### config.mk
export PLATFORM = sky130hd
export DESIGN_NAME = mmapadd_job_sched
export DESIGN_NICKNAME = d
export VERILOG_FILES = /design/src/rtl/mmapadd_job_sched_pkg.sv /design/src/rtl/mmapadd_job_sched_stream_mux.sv /design/src/rtl/mmapadd_job_sched.sv
export SDC_FILE = /design/constraint.sdc
export NUM_CORES = 1
export LEC_CHECK = 0
export ABC_AREA = 1
export CORE_MARGIN = 2
export CORE_UTILIZATION = 38
export CTS_CLUSTER_DIAMETER = 40
export DETAILED_ROUTE_END_ITERATION = 16
export HOLD_SLACK_MARGIN = 0.15
export PLACE_DENSITY = 0.86
export SLEW_MARGIN = 20
export SYNTH_ARGS = -nofsm -noshare
export SYNTH_HDL_FRONTEND = slang
export SYNTH_SLANG_ARGS = --single-unit
### constraint.sdc
create_clock -name aclk -period 2.85 [get_ports aclk]
set_input_delay 0.57 -clock aclk [delete_from_list [all_inputs] [get_ports aclk]]
set_output_delay 0.57 -clock aclk [all_outputs]
set_load 0.02 [all_outputs]
### src/rtl/mmapadd_job_sched_pkg.sv
// Shared types for the mMapAdd job scheduler: accelerator word/pointer types,
// scheduler state encoding and the stream-source selector.
package mmapadd_job_sched_pkg;

    localparam int QTREE_BOOL_W = 67;
    localparam int POINTER_W    = 32;

    typedef logic [QTREE_BOOL_W-1:0] QTree_Bool_t;
    typedef logic [POINTER_W-1:0]    Pointer_QTree_Nat_t;

    // Bit of the result pointer that marks it as valid.
    localparam int RESULT_VALID_BIT = 0;

    typedef enum logic [2:0] {
        S_IDLE,
        S_FEED0,
        S_FEED1,
        S_WAIT_RES,
        S_DONE,
        S_ERR
    } sched_state_t;

    typedef enum logic [1:0] {
        SRC_NONE,
        SRC_0,
        SRC_1
    } src_sel_t;

endpackage

### src/rtl/mmapadd_job_sched_stream_mux.sv
// 2:1 combinational stream selector feeding the accelerator input. The
// selected source passes straight through; tlast is generated from the
// current word count against that source's latched length.
module mmapadd_stream_mux
    import mmapadd_job_sched_pkg::*;
#(
    parameter int DATA_W = 67,
    parameter int LEN_W  = 16
) (
    input  src_sel_t          sel,
    input  logic [LEN_W-1:0]  cnt,
    input  logic [LEN_W-1:0]  len0,
    input  logic [LEN_W-1:0]  len1,
    input  logic [DATA_W-1:0] s0_tdata,
    input  logic              s0_tvalid,
    output logic              s0_tready,
    input  logic [DATA_W-1:0] s1_tdata,
    input  logic              s1_tvalid,
    output logic              s1_tready,
    output logic [DATA_W-1:0] m_tdata,
    output logic              m_tvalid,
    output logic              m_tlast,
    input  logic              m_tready,
    output logic              beat
);

    // Route the selected source to the output; idle outputs are all zero.
    always_comb begin
        // NOTE: every output gets a default first so no path can infer a latch.
        m_tdata   = '0;
        m_tvalid  = 1'b0;
        m_tlast   = 1'b0;
        s0_tready = 1'b0;
        s1_tready = 1'b0;
        case (sel)
            SRC_0: begin
                m_tdata   = s0_tdata;
                m_tvalid  = s0_tvalid;
                m_tlast   = (cnt == len0 - LEN_W'(1));
                s0_tready = m_tready;
            end
            SRC_1: begin
                m_tdata   = s1_tdata;
                m_tvalid  = s1_tvalid;
                m_tlast   = (cnt == len1 - LEN_W'(1));
                s1_tready = m_tready;
            end
            default: ;
        endcase
    end

    assign beat = m_tvalid & m_tready;

endmodule

### src/rtl/mmapadd_job_sched.sv
// Job controller for mMapAdd_wrapper: feeds operand tree 0 then tree 1 onto
// the accelerator input, waits for the result pointer and reports done, or
// reports error on a zero length or a result timeout.
module mmapadd_job_sched
    import mmapadd_job_sched_pkg::*;
#(
    parameter int DATA_W  = 67,
    parameter int PTR_W   = 32,
    parameter int LEN_W   = 16,
    parameter int TIMEOUT = 65535
) (
    input  logic              aclk,
    input  logic              areset,
    input  logic              job_start,
    input  logic [LEN_W-1:0]  job_len0,
    input  logic [LEN_W-1:0]  job_len1,
    input  logic              job_abort,
    output logic              job_busy,
    output logic              job_done,
    output logic              job_error,
    output logic [PTR_W-1:0]  job_result,
    input  logic [DATA_W-1:0] s0_tdata,
    input  logic              s0_tvalid,
    output logic              s0_tready,
    input  logic [DATA_W-1:0] s1_tdata,
    input  logic              s1_tvalid,
    output logic              s1_tready,
    output logic [DATA_W-1:0] m_tdata,
    output logic              m_tvalid,
    output logic              m_tlast,
    input  logic              m_tready,
    input  logic [PTR_W-1:0]  res_tdata,
    output logic              res_tready
);

    localparam int TMR_W = $clog2(TIMEOUT + 1);

    sched_state_t     state;
    src_sel_t         sel;
    logic [LEN_W-1:0] len0_q;
    logic [LEN_W-1:0] len1_q;
    logic [LEN_W-1:0] cnt;
    logic [TMR_W-1:0] timer;
    logic             beat;

    // Pick the stream source from the current feed state.
    always_comb begin
        sel = SRC_NONE;
        case (state)
            S_FEED0: sel = SRC_0;
            S_FEED1: sel = SRC_1;
            default: sel = SRC_NONE;
        endcase
    end

    mmapadd_stream_mux #(
        .DATA_W (DATA_W),
        .LEN_W  (LEN_W)
    ) u_mux (
        .sel       (sel),
        .cnt       (cnt),
        .len0      (len0_q),
        .len1      (len1_q),
        .s0_tdata  (s0_tdata),
        .s0_tvalid (s0_tvalid),
        .s0_tready (s0_tready),
        .s1_tdata  (s1_tdata),
        .s1_tvalid (s1_tvalid),
        .s1_tready (s1_tready),
        .m_tdata   (m_tdata),
        .m_tvalid  (m_tvalid),
        .m_tlast   (m_tlast),
        .m_tready  (m_tready),
        .beat      (beat)
    );

    // Scheduler FSM with word counter, result timer and registered status outputs.
    always_ff @(posedge aclk) begin
        // NOTE: all state here uses non-blocking assignments so every register
        // sees the pre-edge values of the others.
        if (areset) begin
            state      <= S_IDLE;
            len0_q     <= '0;
            len1_q     <= '0;
            cnt        <= '0;
            timer      <= '0;
            job_result <= '0;
            job_busy   <= 1'b0;
            job_done   <= 1'b0;
            job_error  <= 1'b0;
            res_tready <= 1'b0;
        end else begin
            job_done  <= 1'b0;
            job_error <= 1'b0;
            if (state != S_IDLE && job_abort) begin
                // Abort wins over everything; a beat this cycle already transferred.
                state      <= S_IDLE;
                cnt        <= '0;
                timer      <= '0;
                job_busy   <= 1'b0;
                res_tready <= 1'b0;
            end else begin
                case (state)
                    S_IDLE: begin
                        if (job_start) begin
                            len0_q     <= job_len0;
                            len1_q     <= job_len1;
                            cnt        <= '0;
                            job_result <= '0;
                            job_busy   <= 1'b1;
                            if (job_len0 == '0 || job_len1 == '0) begin
                                state     <= S_ERR;
                                job_error <= 1'b1;
                            end else begin
                                state <= S_FEED0;
                            end
                        end
                    end
                    S_FEED0: begin
                        if (beat) begin
                            if (m_tlast) begin
                                cnt   <= '0;
                                state <= S_FEED1;
                            end else begin
                                cnt <= cnt + LEN_W'(1);
                            end
                        end
                    end
                    S_FEED1: begin
                        if (beat) begin
                            if (m_tlast) begin
                                cnt        <= '0;
                                timer      <= '0;
                                state      <= S_WAIT_RES;
                                res_tready <= 1'b1;
                            end else begin
                                cnt <= cnt + LEN_W'(1);
                            end
                        end
                    end
                    S_WAIT_RES: begin
                        // A result on the timeout cycle still counts as a result.
                        if (res_tdata[RESULT_VALID_BIT]) begin
                            job_result <= res_tdata;
                            state      <= S_DONE;
                            job_done   <= 1'b1;
                            res_tready <= 1'b0;
                        end else if (timer == TMR_W'(TIMEOUT - 1)) begin
                            timer      <= '0;
                            state      <= S_ERR;
                            job_error  <= 1'b1;
                            res_tready <= 1'b0;
                        end else begin
                            timer <= timer + TMR_W'(1);
                        end
                    end
                    S_DONE, S_ERR: begin
                        state    <= S_IDLE;
                        job_busy <= 1'b0;
                    end
                    default: begin
                        state      <= S_IDLE;
                        job_busy   <= 1'b0;
                        res_tready <= 1'b0;
                    end
                endcase
            end
        end
    end

endmodule

==> metrics.cfg, run 1 <==
[timing]
slew_violations=0
period_needed_ps=3340
grt_setup_unrepaired=true
setup_viol_count_final=54
finalWorstSetupSlack_ps=-489
maxSlewHeadroom_pct=42.1
clock-skew-final_ps=10.4
finalHoldViolations=0
hold_ws_ps=463
period_share_pct=117
tightest_slew_ps=867
clock.fmax_mhz=299

[detailed_routing]
detail-route-antenna-nets=0
totalWireLength_mm=29.3
via_per_inst=5.14
firstDrtPassIters=5
drt_iter0_drc=639
vias=8554
remaining_drc_errors=0
wl_per_cell_um=17.6

[cells_and_area]
final_common_cell=nand2_1
drive_gt1_share_pct=16.9
stdcell_area_um2=10800
nNetsFinal=1634
syn2layout_area_growth_pct=66.7
layout_common_cells=nand2_1 (408), clkdlybuf4s50_1 (239), a21oi_1 (127)

[placed_design]
place_area_um2=10200
io_buffers=311
gp_congestion=0.978
dp_slack_ps=-255
dpl.hpwl_mm=22.5

[floorplanning]
initial_core_util_pct=39.0
die_area_um2=18100
io_pins=312
die_width_um=134
core_um2=16600
die_h_um=134
num_rows=47

[worst_setup_path]
critPathCaptureType=output port
path_delay_family=simple AND/OR/NAND/NOR gates
crit_type=register to output port
slowest_delay_ps=360
path_buf_inv=4
start_kind=register
cp.arrival_ps=2770
startpoint=state[1]
cp_slowest_cell=dfxtp_2
critPathRequiredTime_ps=2280
crit_path_cell_trace=inv_2 > nor2_2 > inv_2 > nor2_4 > ha_4 > buf_12 > nand2_1 > o21ai_1 > xor2_1 > nand3b_1 > nand2_1 > nor2_1 > nand3_2 > nor2_4 > buf_6
r2r-start=state[1]
path_max_fanout=23

[cts]
clk_pin_slew_ps=80
clkSinkCount=103
numCtsBuffers=9
clock_path_buffers=2
htree_levels=3
clock_latency_ps=370
postCtsHoldBufs=0
cts_tree=done
cts_root_buf=clkbuf_16

[synthesis]
yosys.area.top_type_share_pct=31.9
seq_area_frac_synth_pct=31.9
yosysTopAreaCell=dfxtp_1
ys_warn_count=0
syn-num-nets=1291
yosys-top-cells-area=dfxtp_1 (32%), nand2_1 (24%), a21oi_1 (11%)
synth_seq_cells=103
syn_area_per_cell_um2=5.99
synthCells=1079
syn_area_um2=6460
synth.distinct_cells=34

[min_path]
min_path_type=register to register
holdCritStartpoint=res_tready

[power_and_ir_drop]
powerDensity_nw_per_um2=888
power.total_mw=9.56
worst_ir_drop_vdd_mv=0.563
p_leak_nw=4.26

[status]
outcome=complete, but fails checks
failed_checks=negative setup slack

[global_route]
antenna_found_initial=18
grt_pass1_wl_mm=43.5
grt_max_degree=65
grt-ovfl-total=0
first_global_vias=8007
grt.total_usage_pct=31.2

[job]
max_cap_violations=0

==> worst paths after layout <==
kind | to | slack, ps | cells past startpoint
setup / recovery | m_tlast | -490 | 15
hold / removal | res_tready | 460 | 2
setup reg to reg | cnt[4] | -440 | 21
hold reg to reg | res_tready | 460 | 2
==> worst register-to-register path, stage by stage (launching register included) <==
cell and delay, ps:
dfxtp_2 360, inv_2 50, nor2_2 90, inv_2 60
nor2_4 110, ha_4 200, buf_12 170, nand2_1 80
o21ai_1 180, xor2_1 330, nand3b_1 160, nand2_1 50
nor2_1 120, nand3_2 140, buf_4 170, buf_6 100
buf_6 110, buf_6 120, o21ai_4 240, buf_6 150
a2bb2oi_2 140, nor2_1 60
==> layer usage <==
layer	track usage, %	up-vias	share of wire [%]
met5	0	-	0.089
met4	21.6	4	7.2
met3	7.63	85	7.6
met2	50.0	413	47
met1	36.6	3873	38
li1	-	4179	-
==> logic make-up (layout without fill, tap and decap cells) <==
kind of cell	Yosys count	after routing	share of synthesized area (%)
other cells	0	16	0
fa+ha+maj	7	7	1.36
buf+inv	139	487	8.52
simple gates	618	618	39.5
flops	103	103	31.9
xor+xnor	16	16	2.17
compound gates	196	196	16.5
==> cell type report <==
type | count | area, µm²
antenna | 16 | 40.0
clock buffer | 9 | 225
clock inverter | 7 | 76.3
fill | 1508 | 5820
inverter | 83 | 322
multi-input combinational | 837 | 4060
sequential | 103 | 2060
tap | 220 | 275
timing repair buffer | 388 | 3700
==> flip-flops by register name, summed over array words and instances, names as in the netlist <==
| signal | cells |
|---|---|
| cnt | 16 |
| job_busy | 1 |
| job_done | 1 |
| job_error | 1 |
| job_result | 32 |
| len0_q | 16 |
| len1_q | 16 |
| res_tready | 1 |
| state | 3 |
| timer | 16 |
==> where the power goes <==
part	leakage, nW	switching (mW)	internal (mW)
clock network	0.145	0.659	0.621
registers	0.838	0.129	1.68
logic	3.28	3.91	2.55
total	4.26	4.70	4.86
==> through the flow <==
step,util [%],cells,setup TNS (ps)
after floorplan,-,1079,-77.0
after detailed placement,61.8,1621,-6910
after global placement,61.8,1621,-2960
after CTS,64.0,1641,-5460
after global routing,64.9,1663,-22230
final,64.9,1663,-13000
==> cell usage after synthesis, drive strengths merged <==
| library cell | instances |
|---|---|
| o22ai | 1 |
| a2bb2oi | 2 |
| xor2 | 16 |
| a21oi | 139 |
| o21a | 1 |
| ha | 7 |
| nor4 | 10 |
| inv | 83 |
| nand4 | 23 |
| clkbuf | 38 |
| a211oi | 23 |
| or2 | 1 |
| nor3 | 7 |
| nand3b | 3 |
| dfxtp | 103 |
| buf | 18 |
| nand3 | 40 |
| o21ai | 26 |
| o21bai | 2 |
| a31oi | 1 |
| nor2 | 108 |
| nand2 | 426 |
| a22oi | 1 |
==> what timing repair did <==
| item | in CTS | in global routing |
|---|---|---|
| gates resized for setup | 227 | 107 |
| setup endpoints to repair | 105 | 104 |
| setup buffers | 2 | 5 |
| pin swaps | 7 | 9 |
| cloned | 2 | 1 |
Note: power is estimated with default switching activity, not from simulation.
==> run 2: changes to the inputs <==
CORE_MARGIN = 5   (was 2)
GPL_TIMING_DRIVEN = 0   (was not set)
==> metrics.cfg, run 2 (synthesis results as in run 1) <==
[timing]
setup_viol_count_final=106  ; +96%
slew_violations=0  ; unchanged
grt_setup_unrepaired=true
clock-skew-final_ps=14.7  ; +4.28 ps
clock.fmax_mhz=281  ; -6.3%
finalHoldViolations=0  ; unchanged
tightest_slew_ps=772  ; -94.6 ps
hold_ws_ps=465  ; +1.99 ps
period_share_pct=125  ; +7.8 points
period_needed_ps=3560  ; +223 ps
finalWorstSetupSlack_ps=-712  ; -223 ps
maxSlewHeadroom_pct=48.3  ; +6.2 points

[placed_design]
dp_cells=1610  ; -0.68%
dp_slack_ps=-1000  ; -748 ps
gp_congestion=1.04  ; +6.0%
io_buffers=311  ; unchanged
dpl.hpwl_mm=23.7  ; +5.4%

[floorplanning]
die_h_um=140  ; +4.5%
die_area_um2=19700  ; +9.1%
initial_core_util_pct=38.8  ; -0.14 points
io_pins=312  ; unchanged
core_um2=16600  ; +0.35%
num_rows=47  ; unchanged
die_width_um=140  ; +4.5%

[power_and_ir_drop]
power.total_mw=9.67  ; +1.1%
p_leak_nw=4.21  ; -1.2%
powerDensity_nw_per_um2=894  ; +0.67%
worst_ir_drop_vdd_mv=0.473  ; -16%

[global_route]
grt-ovfl-total=0  ; unchanged
grt.total_usage_pct=28.9  ; -2.3 points
grtUsageMet2_pct=49.2  ; -0.78 points
antenna_found_initial=14  ; -4
grt_pass1_wl_mm=45.0  ; +3.3%
use_met3_pct=7.19  ; -0.44 points
first_global_vias=8365  ; +4.5%
grt_max_degree=22  ; -66%
grtUsageMet1_pct=32.8  ; -3.8 points
top_usage_layer=met2

[detailed_routing]
via_per_inst=5.31  ; +3.2%
drt_iter0_drc=774  ; +21%
wl_per_cell_um=18.8  ; +6.7%
vias=8855  ; +3.5%
detail-route-antenna-nets=0  ; unchanged
firstDrtPassIters=5  ; unchanged
totalWireLength_mm=31.3  ; +7.0%
remaining_drc_errors=0  ; unchanged

[status]
outcome=complete, but fails checks
failed_checks=negative setup slack

[cells_and_area]
layout_common_cells=nand2_1 (398), clkdlybuf4s50_1 (240), a21oi_1 (113)
final_common_cell=nand2_1
multi_input_area_um2=4210  ; +3.5%
drive_gt1_share_pct=17.3  ; +0.45 points
fillers=1437  ; -4.7%
syn2layout_area_growth_pct=67.5
regArea_um2=2060  ; unchanged
regMostFlops=job_result
largest_reg_flops=32  ; unchanged
final_cells=1668  ; +0.30%
nNetsFinal=1643  ; +0.55%

[worst_setup_path]
path_max_fanout=5  ; -78%
critPathRequiredTime_ps=2280  ; about the same
cp.arrival_ps=2990  ; +220 ps
crit_type=register to output port
critPathCaptureType=output port
start_kind=register

[cts]
cts_tree=done
clock_latency_ps=360  ; about the same
clock_path_buffers=2  ; unchanged
htree_levels=3  ; unchanged
postCtsHoldBufs=0  ; unchanged
clkSinkCount=103  ; unchanged
cts_root_buf=clkbuf_16
clk_pin_slew_ps=90  ; about the same
numCtsBuffers=9  ; unchanged

[job]
max_cap_violations=0  ; unchanged

[min_path]
min_path_type=register to register

[run 2: changes by cell type in the layout (fill, tap and decap cells not counted), moves of 8 or more]
| cell | change |
|---|---|
| clkbuf_1 | +20 |
| buf_2 | -19 |
| buf_6 | +19 |
| clkdlybuf4s15_2 | -15 |
| a21oi_1 | -14 |
| nand2_1 | -10 |
| buf_4 | +9 |
| nand2_2 | +9 |
| buf_12 | -8 |
[run 2: final timing paths]
kind / start / endpoint / slack (ps) / cells after the start
max reg2reg: state[1] / timer[4] / -610 / 27
min: len0_q[9] / len0_q[9] / 470 / 2
min reg2reg: len0_q[9] / len0_q[9] / 470 / 2
max: state[1] / m_tlast / -710 / 22
[run 2: worst max-delay path: stages (launching register included)]
cell and delay (ps):
dfxtp_2 360, inv_2 60, nor2_4 90, inv_2 60
nor2_4 120, ha_4 190, inv_4 40, buf_8 120
nand2_2 60, nand2_2 80, ha_4 240, nand2_2 80
nand2_2 50, nor2_2 70, nand3_1 70, nor2_1 120
nand2_1 90, nor2_1 100, nand2_1 70, nor2_2 100
nand3_2 140, nor2_4 170, buf_6 140
[run 2: cell type report]
type / instances / share of cell area, %
plain buffers: 54 / 3.50
flip-flops and latches: 103 / 19.1
clock inverters: 7 / 0.844
inverters: 83 / 2.94
well taps: 220 / 2.54
multi-input cells: 837 / 38.9
clock buffers: 9 / 2.08
diodes: 12 / 0.278
repair buffers: 343 / 29.9
[run 2: where the power goes]
part / total [mW] / internal (mW) / switching (mW)
logic: 6.58 / 2.41 / 4.17
registers: 1.81 / 1.68 / 0.127
clock network: 1.28 / 0.629 / 0.655
[run 2: timing repair]
action / in CTS / in global routing
hold endpoints to repair: 0 / 0
cloned: 2 / 1
pin swaps: 15 / 7
resized for setup: 353 / 175
buffers inserted: 17 / 14
setup endpoints to repair: 107 / 137
[run 2: through the flow]
| stage | instance area [µm²] | util [%] | setup TNS (ps) |
|---|---|---|---|
| 6_report | 10800 | 65.0 | -27950 |
| 5_1_grt | 10800 | 65.0 | -37850 |
| 4_1_cts | 10500 | 63.2 | -10080 |
| 3_5_place_dp | 9900 | 59.5 | -57820 |
| 3_3_place_gp | 9900 | 59.5 | -53940 |
| 2_1_floorplan | 6520 | - | -77.0 |
[run 2: routing by layer]
layer	wire length, µm	up-vias	share of wire, %
met5	28	-	0.089
met4	2080	4	6.6
li1	-	4200	-
met2	15100	490	48
met3	2880	121	9.2
met1	11200	4040	36
==> run 3: changes to the inputs <==
GPL_TIMING_DRIVEN = not set   (was 0)
==> metrics.cfg, run 3 (synthesis results as in run 1) <==
[cts]
clkSinkCount=103  ; unchanged
numCtsBuffers=9  ; unchanged
clock_latency_ps=360  ; about the same
clk_pin_slew_ps=70  ; -20 ps
cts_root_buf=clkbuf_16
clock_path_buffers=2  ; unchanged
htree_levels=3  ; unchanged
cts_tree=done

[global_route]
grt_max_degree=70  ; +220%
grt.total_usage_pct=27.2  ; -1.7 points
grt-ovfl-total=0  ; unchanged
first_global_vias=7789  ; -6.9%
grt_pass1_wl_mm=42.5  ; -5.4%
antenna_found_initial=10  ; -4

[detailed_routing]
detail-route-antenna-nets=0  ; unchanged
wl_per_cell_um=17.6  ; -6.5%
firstDrtPassIters=6  ; +1
totalWireLength_mm=29.1  ; -6.9%
via_per_inst=5.12  ; -3.5%
drt_iter0_drc=778  ; +0.52%
remaining_drc_errors=0  ; unchanged
vias=8503  ; -4.0%

[timing]
period_needed_ps=3370  ; -195 ps
clock-skew-final_ps=11.1  ; -3.62 ps
clock.fmax_mhz=297  ; +5.8%
finalHoldViolations=0  ; unchanged
setup_viol_count_final=37  ; -65%
period_share_pct=118  ; -6.8 points
maxSlewHeadroom_pct=41.8  ; -6.5 points
tightest_slew_ps=871  ; +99.0 ps
finalWorstSetupSlack_ps=-517  ; +195 ps
grt_setup_unrepaired=true
slew_violations=0  ; unchanged
setup-tns-final_ps=-6480  ; +21470 ps

[power_and_ir_drop]
sequentialPowerShare_pct=18.8  ; about the same
switching_power_mw=4.66  ; -5.8%
p_leak_nw=4.30  ; +2.2%
switching_share_pct=48.6  ; -2.6 points
clockPowerShare_pct=12.7  ; -0.6 points
powerDensity_nw_per_um2=897  ; +0.34%
comb_power_share_pct=68.5  ; +0.5 points
worst_ir_drop_vdd_mv=0.563  ; +19%
internal-power_mw=4.93  ; +4.5%

[floorplanning]
die_h_um=140  ; unchanged
core_um2=16600  ; unchanged
die_area_um2=19700  ; unchanged
die_width_um=140  ; unchanged
io_pins=312  ; unchanged
num_rows=47  ; unchanged
initial_core_util_pct=38.8  ; unchanged

[placed_design]
dpl.hpwl_mm=22.2  ; -6.4%
io_buffers=311  ; unchanged
gp_congestion=0.953  ; -8.1%

[status]
failed_checks=negative setup slack
outcome=complete, but fails checks

[cells_and_area]
drive_gt1_share_pct=16.7  ; -0.63 points
regMostFlops=job_result
nNetsFinal=1637  ; -0.37%
final_common_cell=nand2_1
largest_reg_flops=32  ; unchanged
syn2layout_area_growth_pct=65.6
layout_common_cells=nand2_1 (408), clkdlybuf4s50_1 (239), a21oi_1 (129)
final_util_pct=64.3  ; -0.72 points

[worst_setup_path]
path_max_fanout=8  ; +3
cp.arrival_ps=2800  ; -190 ps
start_kind=register
critPathRequiredTime_ps=2280  ; about the same
crit_type=register to output port
critPathCaptureType=output port

[min_path]
min_path_type=register to register

[job]
max_cap_violations=0  ; unchanged

==> run 3: changes by cell type in the layout (fill, tap and decap cells not counted), moves of 5 or more <==
cell | before | now
a21oi_2 | 18 | 10
a21oi_4 | 8 | 0
clkbuf_1 | 20 | 2
nand2_1 | 398 | 408
buf_4 | 90 | 83
buf_12 | 0 | 5
nand2_2 | 25 | 15
a21oi_1 | 113 | 129
buf_6 | 28 | 6
buf_2 | 2 | 40
==> run 3: final timing paths <==
| check | slack (ps) | startpoint | endpoint | depth (start not counted) |
|---|---|---|---|---|
| max | -520 | state[1] | m_tlast | 20 |
| min | 460 | job_result[23] | job_result[23] | 2 |
| max reg2reg | -260 | state[1] | timer[4] | 24 |
| min reg2reg | 460 | job_result[23] | job_result[23] | 2 |
==> run 3: power groups by stage <==
| stage | Clock [mW] | Sequential, mW | Combinational (mW) |
|---|---|---|---|
| after CTS | 1.23 | 1.80 | 6.18 |
| after global routing | 1.30 | 1.83 | 7.14 |
| after global placement | 0 | 1.82 | 5.70 |
| after floorplan | 0 | 1.83 | 3.52 |
| after detailed placement | 0 | 1.83 | 5.75 |
| final | 1.21 | 1.81 | 6.57 |
==> run 3: area by class of cell <==
type	instances	area [µm²]
antenna	10	25.0
clock buffer	11	233
clock inverter	5	47.5
fill	1489	5940
inverter	83	329
multi-input combinational	837	4060
sequential	103	2060
tap	220	275
timing repair buffer	390	3660
timing repair inverter	1	6.26
==> run 3: worst max-delay path: stages (launching register included) <==
cell and delay (ps):
dfxtp_2 360, inv_2 40, nor2_1 70, inv_1 80
nor2_4 110, ha_4 230, inv_4 70, nand2_2 70
nand2_2 70, ha_4 270, nor2_1 40, nor2_1 110
nand3_1 90, nor2_1 100, nand2_1 70, nor2_1 120
nand2_1 70, nor2_2 100, nand3_2 110, nor2_4 120
buf_6 130
==> run 3: what timing repair did <==
action,in CTS,in global routing
setup endpoints to repair,105,97
cloned,3,4
resized for setup,270,73
setup buffers,5,6
hold buffers,0,0
pin swaps,12,8
==> run 3: stage by stage <==
step	area [µm²]	power (mW)	cells	hold slack [ps]	setup WS, ps
2_1_floorplan	6520	5.35	1079	434	-70.2
3_3_place_gp	10200	7.53	1617	449	-597
3_5_place_dp	10200	7.58	1617	456	-615
4_1_cts	10600	9.22	1641	467	-434
5_1_grt	10700	10.3	1659	488	-640
6_report	10700	9.59	1660	463	-517
==> run 3: routing by layer <==
layer  up-vias  wire length, µm  track usage, %
li1       4178                -               -
met1      3890            11100            32.3
met2       365            14100            45.3
met3        68             2470            7.33
met4         2             1440            13.4
met5         -               19               0
